===== src/rtl/fwd_hazard_ctrl_pkg.sv =====
// Shared definitions for the forwarding / hazard controller.
//   fwd_sel encoding : FWD_RF, FWD_MEM, FWD_WB, FWD_HOLD
//   fsm_state_t      : hazard FSM state encoding (also exported on dbg_state)
package fwd_hazard_ctrl_pkg;

   localparam logic [1:0] FWD_RF   = 2'd0;
   localparam logic [1:0] FWD_MEM  = 2'd1;
   localparam logic [1:0] FWD_WB   = 2'd2;
   localparam logic [1:0] FWD_HOLD = 2'd3;

   typedef enum logic [1:0] {
      ST_RUN      = 2'd0,
      ST_LU_STALL = 2'd1,
      ST_MEM_WAIT = 2'd2
   } fsm_state_t;

endpackage


===== src/rtl/fwd_hazard_ctrl_port_mux.sv =====
// fwd_port_mux: operand resolution for one EX source port.
//   ra          : EX source address (0 = hard-wired zero, never forwarded)
//   rd_in       : regfile value from the ID/EX register
//   mem_fwd_ok  : MEM result is forwardable (writes rf, and load data ready if a load)
//   mem_wa/wd   : MEM destination / result
//   wb_we/wa/wd : WB write port
//   hold_v/wa/wd: hold register contents
//   rd_out      : resolved operand
//   sel         : chosen source, priority MEM > WB > HOLD > regfile
module fwd_port_mux
   import fwd_hazard_ctrl_pkg::*;
#(
   parameter int DATA_W = 32,
   parameter int ADDR_W = 5
) (
   input  logic [ADDR_W-1:0] ra,
   input  logic [DATA_W-1:0] rd_in,
   input  logic              mem_fwd_ok,
   input  logic [ADDR_W-1:0] mem_wa,
   input  logic [DATA_W-1:0] mem_wd,
   input  logic              wb_we,
   input  logic [ADDR_W-1:0] wb_wa,
   input  logic [DATA_W-1:0] wb_wd,
   input  logic              hold_v,
   input  logic [ADDR_W-1:0] hold_wa,
   input  logic [DATA_W-1:0] hold_wd,
   output logic [DATA_W-1:0] rd_out,
   output logic [1:0]        sel
);

   always_comb begin
      sel    = FWD_RF;
      rd_out = rd_in;
      if (ra != '0) begin
         if (mem_fwd_ok && mem_wa == ra) begin
            sel    = FWD_MEM;
            rd_out = mem_wd;
         end else if (wb_we && wb_wa == ra) begin
            sel    = FWD_WB;
            rd_out = wb_wd;
         end else if (hold_v && hold_wa == ra) begin
            sel    = FWD_HOLD;
            rd_out = hold_wd;
         end
      end
   end

endmodule


===== src/rtl/fwd_hazard_ctrl.sv =====
// fwd_hazard_ctrl: EX operand forwarding plus load-use / load-wait hazard control.
//   Inputs : ID source addresses/used flags, EX sources and destination, MEM and WB
//            write-back info, regfile operands from ID/EX.
//   Outputs: ex_rd_out/fwd_sel (combinational per port), stall_if/id/ex/mem,
//            flush_ex/flush_wb, sticky mem_timeout, dbg_state/dbg_hold_v for observation.
// Handshake: there is no valid/ready pair here; stall_* = 1 means "hold that stage
//   register this cycle", flush_* = 1 means "load a bubble into that register".
module fwd_hazard_ctrl
   import fwd_hazard_ctrl_pkg::*;
#(
   parameter int NUM_RD_PORTS = 2,
   parameter int DATA_W       = 32,
   parameter int ADDR_W       = 5,
   parameter int LU_STALL_CYC = 1,
   parameter int MEM_WAIT_MAX = 15
) (
   input  logic                           clk,
   input  logic                           rst,
   input  logic [NUM_RD_PORTS*ADDR_W-1:0] id_ra,
   input  logic [NUM_RD_PORTS-1:0]        id_re,
   input  logic [NUM_RD_PORTS*ADDR_W-1:0] ex_ra,
   input  logic [NUM_RD_PORTS*DATA_W-1:0] ex_rd_in,
   input  logic                           ex_we,
   input  logic                           ex_is_load,
   input  logic [ADDR_W-1:0]              ex_wa,
   input  logic                           mem_we,
   input  logic                           mem_is_load,
   input  logic                           mem_data_valid,
   input  logic [ADDR_W-1:0]              mem_wa,
   input  logic [DATA_W-1:0]              mem_wd,
   input  logic                           wb_we,
   input  logic [ADDR_W-1:0]              wb_wa,
   input  logic [DATA_W-1:0]              wb_wd,
   output logic [NUM_RD_PORTS*DATA_W-1:0] ex_rd_out,
   output logic [NUM_RD_PORTS*2-1:0]      fwd_sel,
   output logic                           stall_if,
   output logic                           stall_id,
   output logic                           stall_ex,
   output logic                           stall_mem,
   output logic                           flush_ex,
   output logic                           flush_wb,
   output logic                           mem_timeout,
   output logic [1:0]                     dbg_state,
   output logic                           dbg_hold_v
);

   localparam int WCNT_W = $clog2(MEM_WAIT_MAX + 1);
   localparam int LU_W   = $clog2(LU_STALL_CYC + 1);

   fsm_state_t        state, state_nxt;
   logic [LU_W-1:0]   lu_cnt, lu_nxt;
   logic [WCNT_W-1:0] wait_cnt, wait_nxt, wait_inc;
   logic              hold_v;
   logic [ADDR_W-1:0] hold_wa;
   logic [DATA_W-1:0] hold_wd;
   logic              mem_wait_det, lu_det, mem_fwd_ok;
   logic              full_stall, lu_stall;

   assign mem_fwd_ok   = mem_we && (!mem_is_load || mem_data_valid);
   assign mem_wait_det = mem_we && mem_is_load && !mem_data_valid;
   assign wait_inc     = (wait_cnt == WCNT_W'(MEM_WAIT_MAX)) ? wait_cnt : wait_cnt + WCNT_W'(1);
   assign dbg_state    = state;
   assign dbg_hold_v   = hold_v;

   always_comb begin
      lu_det = 1'b0;
      for (int i = 0; i < NUM_RD_PORTS; i++) begin
         if (id_re[i] && id_ra[i*ADDR_W +: ADDR_W] == ex_wa) lu_det = 1'b1;
      end
      lu_det = lu_det && ex_we && ex_is_load && (ex_wa != '0);
   end

   // Stall outputs are Mealy: asserted on the detecting cycle and while in state.
   // The detecting cycle counts as the first load-use bubble, so LU_STALL only
   // holds the remaining LU_STALL_CYC-1 bubbles. A load wait arising during
   // LU_STALL freezes lu_cnt; a nonzero lu_cnt on exit resumes the load-use stall.
   always_comb begin
      state_nxt  = state;
      lu_nxt     = lu_cnt;
      wait_nxt   = wait_cnt;
      full_stall = 1'b0;
      lu_stall   = 1'b0;
      case (state)
         ST_RUN: begin
            if (mem_wait_det) begin
               full_stall = 1'b1;
               wait_nxt   = wait_inc;
               state_nxt  = ST_MEM_WAIT;
            end else if (lu_det) begin
               lu_stall = 1'b1;
               if (LU_STALL_CYC > 1) begin
                  lu_nxt    = LU_W'(1);
                  state_nxt = ST_LU_STALL;
               end
            end
         end
         ST_LU_STALL: begin
            if (mem_wait_det) begin
               full_stall = 1'b1;
               wait_nxt   = wait_inc;
               state_nxt  = ST_MEM_WAIT;
            end else begin
               lu_stall = 1'b1;
               if (int'(lu_cnt) + 1 >= LU_STALL_CYC) begin
                  lu_nxt    = '0;
                  state_nxt = ST_RUN;
               end else begin
                  lu_nxt = lu_cnt + LU_W'(1);
               end
            end
         end
         ST_MEM_WAIT: begin
            if (!mem_data_valid) begin
               full_stall = 1'b1;
               wait_nxt   = wait_inc;
            end else begin
               wait_nxt  = '0;
               state_nxt = (lu_cnt != '0) ? ST_LU_STALL : ST_RUN;
            end
         end
         default: state_nxt = ST_RUN;
      endcase
      // Reset must drop stalls in the same cycle even if a hazard is still presented.
      if (rst) begin
         full_stall = 1'b0;
         lu_stall   = 1'b0;
      end
   end

   assign stall_if  = full_stall || lu_stall;
   assign stall_id  = full_stall || lu_stall;
   assign stall_ex  = full_stall;
   assign stall_mem = full_stall;
   assign flush_ex  = lu_stall;
   assign flush_wb  = full_stall;

   always_ff @(posedge clk or posedge rst) begin
      if (rst) begin
         state       <= ST_RUN;
         lu_cnt      <= '0;
         wait_cnt    <= '0;
         mem_timeout <= 1'b0;
      end else begin
         state    <= state_nxt;
         lu_cnt   <= lu_nxt;
         wait_cnt <= wait_nxt;
         if (wait_nxt == WCNT_W'(MEM_WAIT_MAX)) mem_timeout <= 1'b1;
      end
   end

   // Hold register: keeps a WB result that retires while EX is frozen so the
   // frozen EX instruction still sees it once the stall releases.
   always_ff @(posedge clk or posedge rst) begin
      if (rst) begin
         hold_v  <= 1'b0;
         hold_wa <= '0;
         hold_wd <= '0;
      end else if (stall_ex) begin
         if (wb_we && wb_wa != '0) begin
            hold_v  <= 1'b1;
            hold_wa <= wb_wa;
            hold_wd <= wb_wd;
         end
      end else begin
         hold_v <= 1'b0;
      end
   end

   for (genvar i = 0; i < NUM_RD_PORTS; i++) begin : g_port
      fwd_port_mux #(
         .DATA_W (DATA_W),
         .ADDR_W (ADDR_W)
      ) u_mux (
         .ra         (ex_ra[i*ADDR_W +: ADDR_W]),
         .rd_in      (ex_rd_in[i*DATA_W +: DATA_W]),
         .mem_fwd_ok (mem_fwd_ok),
         .mem_wa     (mem_wa),
         .mem_wd     (mem_wd),
         .wb_we      (wb_we),
         .wb_wa      (wb_wa),
         .wb_wd      (wb_wd),
         .hold_v     (hold_v),
         .hold_wa    (hold_wa),
         .hold_wd    (hold_wd),
         .rd_out     (ex_rd_out[i*DATA_W +: DATA_W]),
         .sel        (fwd_sel[i*2 +: 2])
      );
   end

endmodule

===== config.mk =====
export PLATFORM = sky130hd
export DESIGN_NAME = fwd_hazard_ctrl
export DESIGN_NICKNAME = d
export VERILOG_FILES = /design/src/rtl/fwd_hazard_ctrl_pkg.sv /design/src/rtl/fwd_hazard_ctrl_port_mux.sv /design/src/rtl/fwd_hazard_ctrl.sv
export SDC_FILE = /design/constraint.sdc
export NUM_CORES = 1
export LEC_CHECK = 0
export BUFFER_PORTS_ARGS = -buffer_cell sky130_fd_sc_hd__buf_2
export CAP_MARGIN = 30
export CORE_AREA = 2 2 98 118
export CTS_CLUSTER_SIZE = 24
export DETAILED_ROUTE_END_ITERATION = 8
export DIE_AREA = 0 0 100 120
export PLACE_DENSITY = 0.93
export SKIP_CTS_REPAIR_TIMING = 1
export SYNTH_ARGS = -nofsm -noshare
export SYNTH_HDL_FRONTEND = slang
export SYNTH_SLANG_ARGS = --single-unit

===== constraint.sdc =====
create_clock -name clk -period 2.3 [get_ports clk]
set_input_delay 0.115 -clock clk [delete_from_list [all_inputs] [get_ports clk]]
set_output_delay 0.115 -clock clk [all_outputs]
set_load 0.05 [all_outputs]

**Word level (Yosys, flattened, before mapping)**

Cells that the tools add are included.

- Bits in latches: 0
- Bits in read-only memories: 0
- Input port bits: 173
- Flip-flop bits (word level): 46
- Memories: 0
- Memory bits (writable): 0

- Add/sub/neg operators: 3
- Div/mod/pow operators: 0
- Shift-type cells: 0
- Order comparisons: 1
- Multiplexer cells: 40
- Bitwise operators: 1
- Equal/unequal tests: 16
- Reduce and logical (&&, ||, !) cells: 28
- $mul: 0

Operator list:

| operator | count |
|---|---|
| two-way mux 32 bit | 8 |
| == test 5 bit | 8 |
| two-way mux 2 bit | 12 |
| nonzero test 5 bit | 4 |
| logical AND 1 bit | 15 |
| two-way mux 1 bit | 13 |
| two-way mux 4 bit | 3 |
| == test 4 bit, second input constant | 2 |
| case mux 4 bit (2 select lines) | 1 |
| case mux 2 bit (3 select lines) | 1 |
| adder 4 x 1 -> 4 bit, second input constant | 1 |
| != test 2 bit, second input constant | 2 |
| case mux 1 bit (2 select lines) | 2 |
| AND reduction 2 bit | 2 |
| != test 3 bit, second input constant | 1 |
| AND reduction 3 bit | 1 |
| adder 1 x 1 -> 2 bit, second input constant | 1 |
| == test 2 x 1 -> 1 bit, second input constant | 1 |
| == test 2 bit, second input constant | 1 |
| greater-or-equal comparator 2 x 1 -> 1 bit, second input constant | 1 |
| zero test 1 bit | 2 |
| zero test 2 bit | 1 |
| logical OR 1 bit | 2 |
| != test 2 x 1 -> 1 bit, second input constant | 1 |
| 3 further kinds | 3 |

**Depth between registers and ports, before layout**

- Word-level depth: 12
- Mapped depth: 7
- Gate-level depth less buffers: 6

**By module**

Synthesis repeated with hierarchy kept, for this count alone.

- Cells, all modules: 654
- Area total of the unflattened synthesis: 5311.3 sq um

By module, submodules not included:

| module | area each (sq um) | cells each | instances |
|---|---|---|---|
| fwd_port_mux | 1656.6 | 257 | 2 |
| fwd_hazard_ctrl | 1998.2 | 140 | 1 |

**Worst setup path after synthesis**

OpenSTA, ideal clock, no wires.

- Path kind: flip-flop to output port
- Start: register state[0], in the netlist dbg_state[0]
- End: output port flush_ex
- Required time: 2185 ps
- Data arrival time: 3235 ps
- Setup slack: -1050 ps
- Cell stages (with the launch flop): 3
- Path buffers: 0
- Cell sequence: dfrtp_1 -> inv_1 -> a2111oi_0

- Longest elaborated chain between the ends: 3
- Elaborated cells between the ends (all ways): 4
- Those cells by class: eq/ne: 1; mux: 2; reduce/logical: 1

Ends and longest elaborated chain:

| element | line | source |
|---|---|---|
| start: declaration | fwd_hazard_ctrl.sv:50 | `fsm_state_t state, state_nxt;` |
| start signal: assignment | fwd_hazard_ctrl.sv:144 | `state <= state_nxt;` |
| == test 2 x 1 -> 1 bit / zero test 2 bit (equally long branches) | fwd_hazard_ctrl.sv:83 | `case (state)` |
| case mux 1 bit (2 select lines) * | fwd_hazard_ctrl.sv:83 |  |
| two-way mux 1 bit * | fwd_hazard_ctrl.sv:124 | `if (rst) begin` |
| end: declaration | fwd_hazard_ctrl.sv:40 | `output logic flush_ex,` |

Every way passes the cells marked *; elsewhere a longest branch is shown, timed or not.

**Final worst setup path**

- Start: register hold_wa[4]
- End: output port ex_rd_out[14]

- Longest elaborated chain between the ends: 6

Ends and longest elaborated chain:

| element | line | source |
|---|---|---|
| start: declaration | fwd_hazard_ctrl.sv:54 | `logic [ADDR_W-1:0] hold_wa;` |
| start signal: assignment | fwd_hazard_ctrl.sv:161 | `hold_wa <= wb_wa;` |
| == test 5 bit | fwd_hazard_ctrl_port_mux.sv:41 | `end else if (hold_v && hold_wa == ra) begin` |
| logical AND 1 bit | fwd_hazard_ctrl_port_mux.sv:41 |  |
| two-way mux 32 bit | fwd_hazard_ctrl_port_mux.sv:41 |  |
| two-way mux 32 bit | fwd_hazard_ctrl_port_mux.sv:38 | `end else if (wb_we && wb_wa == ra) begin` |
| two-way mux 32 bit | fwd_hazard_ctrl_port_mux.sv:35 | `if (mem_fwd_ok && mem_wa == ra) begin` |
| two-way mux 32 bit | fwd_hazard_ctrl_port_mux.sv:34 | `if (ra != '0) begin` |
| end: declaration | fwd_hazard_ctrl.sv:34 | `output logic [NUM_RD_PORTS*DATA_W-1:0] ex_rd_out,` |

Every way passes these cells.

==> metrics.log <==
INFO  metric synth.yosys.warnings = 0
INFO  metric firstDrtPassIters = 6
INFO  metric timing.reg2reg.setup_slack = 0.30 ns
INFO  metric flip_flop_cell_with_the_highest_count_after_synthesis = sky130_fd_sc_hd__dfrtp_1
INFO  metric antenna_found_initial = 3
INFO  metric post_dp_cell_area = 7366 um2
INFO  metric skew = 0.003014 ns
INFO  metric cp-start-kind = flop
INFO  metric async_reset_ff_share = 100.0%
INFO  metric timing.critical_path.fanout_max = 17
INFO  metric maxClockFrequency = 414.3 MHz
INFO  metric violations = setup timing
INFO  metric dieArea = 12,000 um2
INFO  metric mappedNetlistNets = 804
INFO  metric critical_path_class = flop to output port
INFO  metric grt_pass1_wl = 32,330 um
INFO  metric slew_viol_final = 0
INFO  metric route.antenna.remaining_nets = 0
INFO  metric power.combinational.fraction = 44.4%
INFO  metric switchingPower = 0.001540 W
INFO  metric cts_max_level = 2
INFO  metric cp_slowest_cell = sky130_fd_sc_hd__dfrtp_1
INFO  metric dieWidth = 100 um
INFO  metric req_time_crit_path = 2.18 ns
INFO  metric power.clock.fraction = 24.4%
INFO  metric totalWireLength = 24,360 um
INFO  metric vdd_ir_drop_max = 0.0003672 V
INFO  metric finalPower = 0.003906 W
INFO  metric setup_tns = -1.337 ns
INFO  metric cpMostUsedCell = sky130_fd_sc_hd__buf_6
INFO  metric cts_inserted_buffers = 5
INFO  metric p_leak = 3.359 nW
INFO  metric rows = 42
INFO  metric syn_to_final_growth = 63.18%
INFO  metric wl_per_cell = 23.65 um
INFO  metric global_route.overflow_total = 0
INFO  metric timing.final.crit_share = 104.9%
INFO  metric min_delay_path_depth = 2
INFO  metric finalHoldViolations = 0
INFO  metric post-dp-hpwl = 15,670 um
INFO  metric synth.distinct_cells = 54
INFO  metric tritoncts = done
INFO  metric detail_route.drc_violations = 0
INFO  metric core_area = 10,930 um2
INFO  metric switching_share = 39.42%
INFO  metric rsz_0062_raised_after_global_routing = true
INFO  metric vias = 7,218
INFO  metric die_outline_height = 120 um
INFO  metric critical_path.reg2reg.endpoint = hold_wd[12]
INFO  metric start_util = 46.60%
INFO  metric timing.critical_path.cells = xnor2_1 > nand4_1 > a311oi_4 > buf_6 > buf_12 > a221oi_1 > o31ai_4 > buf_6
INFO  metric i_o_pin_count = 251
INFO  metric drive_gt1_share = 51.90%
INFO  metric preCtsSetupSlack = 0.1119 ns
INFO  metric rr_startpoint = dbg_state[1]
INFO  metric cellPowerDensity = 469.9 nW/um2
INFO  metric max_stage_delay = 0.42 ns
INFO  metric outcome = finished, violations left
INFO  metric final_cell_area = 8312 um2
INFO  metric p_int = 0.002366 W
INFO  metric fraction_of_the_yosys_area_taken_by_sequential_cells = 22.11%
INFO  metric gpl.final_weighted_congestion = 0.9459
INFO  metric endpoint_kind = output port
INFO  metric finalWorstPathRequiredPeriod = 2.414 ns
INFO  metric avgSynthCellArea = 8.085 um2
INFO  metric detail_route.vias_per_cell = 7.008
INFO  metric grt_util_all_layers = 33.55%
INFO  metric clockBufferDepth = 2
INFO  metric setup_viol = 26
INFO  metric grt_start_max_net_pins = 46
INFO  metric nFillCells = 739
INFO  metric netlist_instances = 630
INFO  metric setup_slack = -0.1136 ns
INFO  metric power.share.sequential = 31.2%
INFO  metric root_buffer = sky130_fd_sc_hd__clkbuf_16
INFO  metric hold_end = hold_wd[3]
INFO  metric timing_worst_slew_pin_value = 0.6773 ns
INFO  metric clock_sink_count = 45
INFO  metric synth.cell_area = 5094 um2
INFO  metric max-slew-margin-rel = 54.85%
INFO  metric class_of_the_worst_hold_path = primary input to flop
INFO  metric post-route-util = 76.04%
INFO  metric rr_worst_depth = 5
INFO  metric first_global_vias = 6,695
INFO  metric drt_first_iter_violations = 762
INFO  metric cp_arrival = 2.30 ns
INFO  metric timing.max_cap.violations = 0
INFO  metric min_from = wb_wd[3]
INFO  metric synth.ff_latch_count = 45
INFO  metric finish.net_count = 1,067
INFO  metric synth_edf_count = 0
INFO  metric clk_transition_reported_paths = 0.07 ns
INFO  metric io_buffers = 250
INFO  metric clk-insertion-delay-late = 0.29 ns
sequential cells by signal (all words and copies together), names as in the netlist:
register / count
hold_wd: 32
mem_timeout: 1
dbg_hold_v: 1
dbg_state: 2
hold_wa: 5
wait_cnt: 4
through the flow:
stage	cells	hold WS [ns]
after floorplan	630	0.1297
after global placement	1006	0.3707
after detailed placement	1006	0.3858
after CTS	1014	0.08553
after global routing	1029	0.09815
final	1030	0.08869
metal layers:
layer  track usage, %  wire, um  vias up
met2            58.83     11990      616
li1                 -         -     3036
met1            37.50      8130     3386
met3            6.523      2572      180
met5                0         0        -
met4            19.09      1669        0
kinds of logic after synthesis:
| kind of cell | Yosys count | share of synthesized area [%] |
|---|---|---|
| buffers and inverters | 99 | 9.088 |
| multiplexers | 37 | 8.180 |
| AO/OA/AOI/OAI | 258 | 38.00 |
| adder cells (fa/ha/maj) | 1 | 0.2456 |
| flip-flops | 45 | 22.11 |
| XOR/XNOR | 36 | 6.190 |
| other | 1 | 0.07362 |
| AND/OR/NAND/NOR | 153 | 16.11 |
worst max path at each step:
stage | start | to | cells after the start
floorplan | dbg_hold_v | ex_rd_out[18] | 5
global placement | mem_wa[0] | ex_rd_out[28] | 9
detailed placement | mem_wa[0] | ex_rd_out[14] | 9
CTS | hold_wa[3] | ex_rd_out[4] | 7
global route | hold_wa[2] | ex_rd_out[27] | 9
finish | hold_wa[4] | ex_rd_out[14] | 8
power groups by stage:
stage	clock, W	combinational, W	sequential, W
final	0.000952	0.00174	0.00122
after global routing	0.000982	0.00182	0.00124
after detailed placement	0	0.00155	0.00120
after floorplan	0	0.00106	0.00115
after global placement	0	0.00150	0.00118
after CTS	0.000952	0.00155	0.00118
worst max-delay path: cells and delay by family, from the launching register on:
family	cells	cell delay (ns)
compound gates	3	0.67
xor+xnor	1	0.17
buf+inv	3	0.55
flops	1	0.42
simple gates	1	0.19
synthesized netlist by cell type (2+ instances only):
cell | count | share of area (%)
sky130_fd_sc_hd__o21ai_0 | 72 | 7.1
sky130_fd_sc_hd__a221oi_1 | 63 | 11
sky130_fd_sc_hd__dfrtp_1 | 45 | 22
sky130_fd_sc_hd__nand2_1 | 37 | 2.7
sky130_fd_sc_hd__mux2_2 | 36 | 8.0
sky130_fd_sc_hd__nor3_1 | 36 | 3.5
sky130_fd_sc_hd__xnor2_1 | 36 | 6.2
sky130_fd_sc_hd__inv_1 | 34 | 2.5
sky130_fd_sc_hd__o2bb2ai_1 | 31 | 5.3
sky130_fd_sc_hd__nor4_1 | 29 | 3.6
sky130_fd_sc_hd__o31ai_1 | 29 | 4.3
sky130_fd_sc_hd__clkbuf_1 | 28 | 2.1
sky130_fd_sc_hd__o31a_1 | 28 | 4.8
sky130_fd_sc_hd__buf_2 | 22 | 2.2
sky130_fd_sc_hd__nor2_1 | 13 | 0.96
sky130_fd_sc_hd__buf_4 | 9 | 1.3
sky130_fd_sc_hd__nand4_1 | 7 | 0.86
sky130_fd_sc_hd__a21oi_1 | 6 | 0.59
sky130_fd_sc_hd__nand2b_1 | 5 | 0.61
sky130_fd_sc_hd__nor2b_1 | 5 | 0.61
sky130_fd_sc_hd__o22ai_1 | 5 | 0.61
sky130_fd_sc_hd__and3_1 | 4 | 0.49
sky130_fd_sc_hd__buf_6 | 4 | 0.88
sky130_fd_sc_hd__nand3_1 | 4 | 0.39
sky130_fd_sc_hd__o2bb2a_1 | 3 | 0.59
sky130_fd_sc_hd__o41ai_1 | 3 | 0.52
sky130_fd_sc_hd__a221o_1 | 2 | 0.39
sky130_fd_sc_hd__a22o_1 | 2 | 0.34
sky130_fd_sc_hd__a311oi_2 | 2 | 0.59
sky130_fd_sc_hd__a32o_1 | 2 | 0.39
sky130_fd_sc_hd__and4_1 | 2 | 0.34
sky130_fd_sc_hd__nor3_4 | 2 | 0.64
sky130_fd_sc_hd__o2111ai_1 | 2 | 0.34
sky130_fd_sc_hd__or4_1 | 2 | 0.29
placed cells by master, fill, tap and decap left out, types with 3 or more instances in the layout:
cell type                     n
sky130_fd_sc_hd__o2bb2ai_2   29
sky130_fd_sc_hd__buf_12      11
sky130_fd_sc_hd__clkbuf_16    9
sky130_fd_sc_hd__buf_4       54
sky130_fd_sc_hd__nor2_1       9
sky130_fd_sc_hd__buf_6       66
sky130_fd_sc_hd__dfrtp_1     44
sky130_fd_sc_hd__o31a_1      28
sky130_fd_sc_hd__nor4_1      29
sky130_fd_sc_hd__nor2_4       3
sky130_fd_sc_hd__o31ai_4     26
sky130_fd_sc_hd__diode_2      4
sky130_fd_sc_hd__nand2_1     35
sky130_fd_sc_hd__o2bb2a_1     3
sky130_fd_sc_hd__and3_1       4
sky130_fd_sc_hd__mux2_2      36
sky130_fd_sc_hd__buf_2      184
sky130_fd_sc_hd__nand2b_1     5
sky130_fd_sc_hd__o22ai_1      3
sky130_fd_sc_hd__nand4_1      7
sky130_fd_sc_hd__a221oi_2    18
sky130_fd_sc_hd__o21ai_0     67
sky130_fd_sc_hd__nor2b_1      5
sky130_fd_sc_hd__inv_1       33
sky130_fd_sc_hd__nor3_1      36
sky130_fd_sc_hd__o41ai_1      3
sky130_fd_sc_hd__xnor2_1     36
sky130_fd_sc_hd__o21ai_1      4
sky130_fd_sc_hd__a221oi_1    45
sky130_fd_sc_hd__a21oi_1      5
cell type report:
cell class | count | area [um2] | area share [%]
multi-input cells | 486 | 4287 | 51.57
repair buffers | 320 | 2397 | 28.84
flip-flops and latches | 45 | 1127 | 13.56
well taps | 132 | 165.2 | 1.987
inverters | 35 | 135.1 | 1.626
clock buffers | 5 | 125.1 | 1.505
clock inverters | 3 | 65.06 | 0.7828
diodes | 4 | 10.01 | 0.1204
Power figures use the tool's default switching activity.
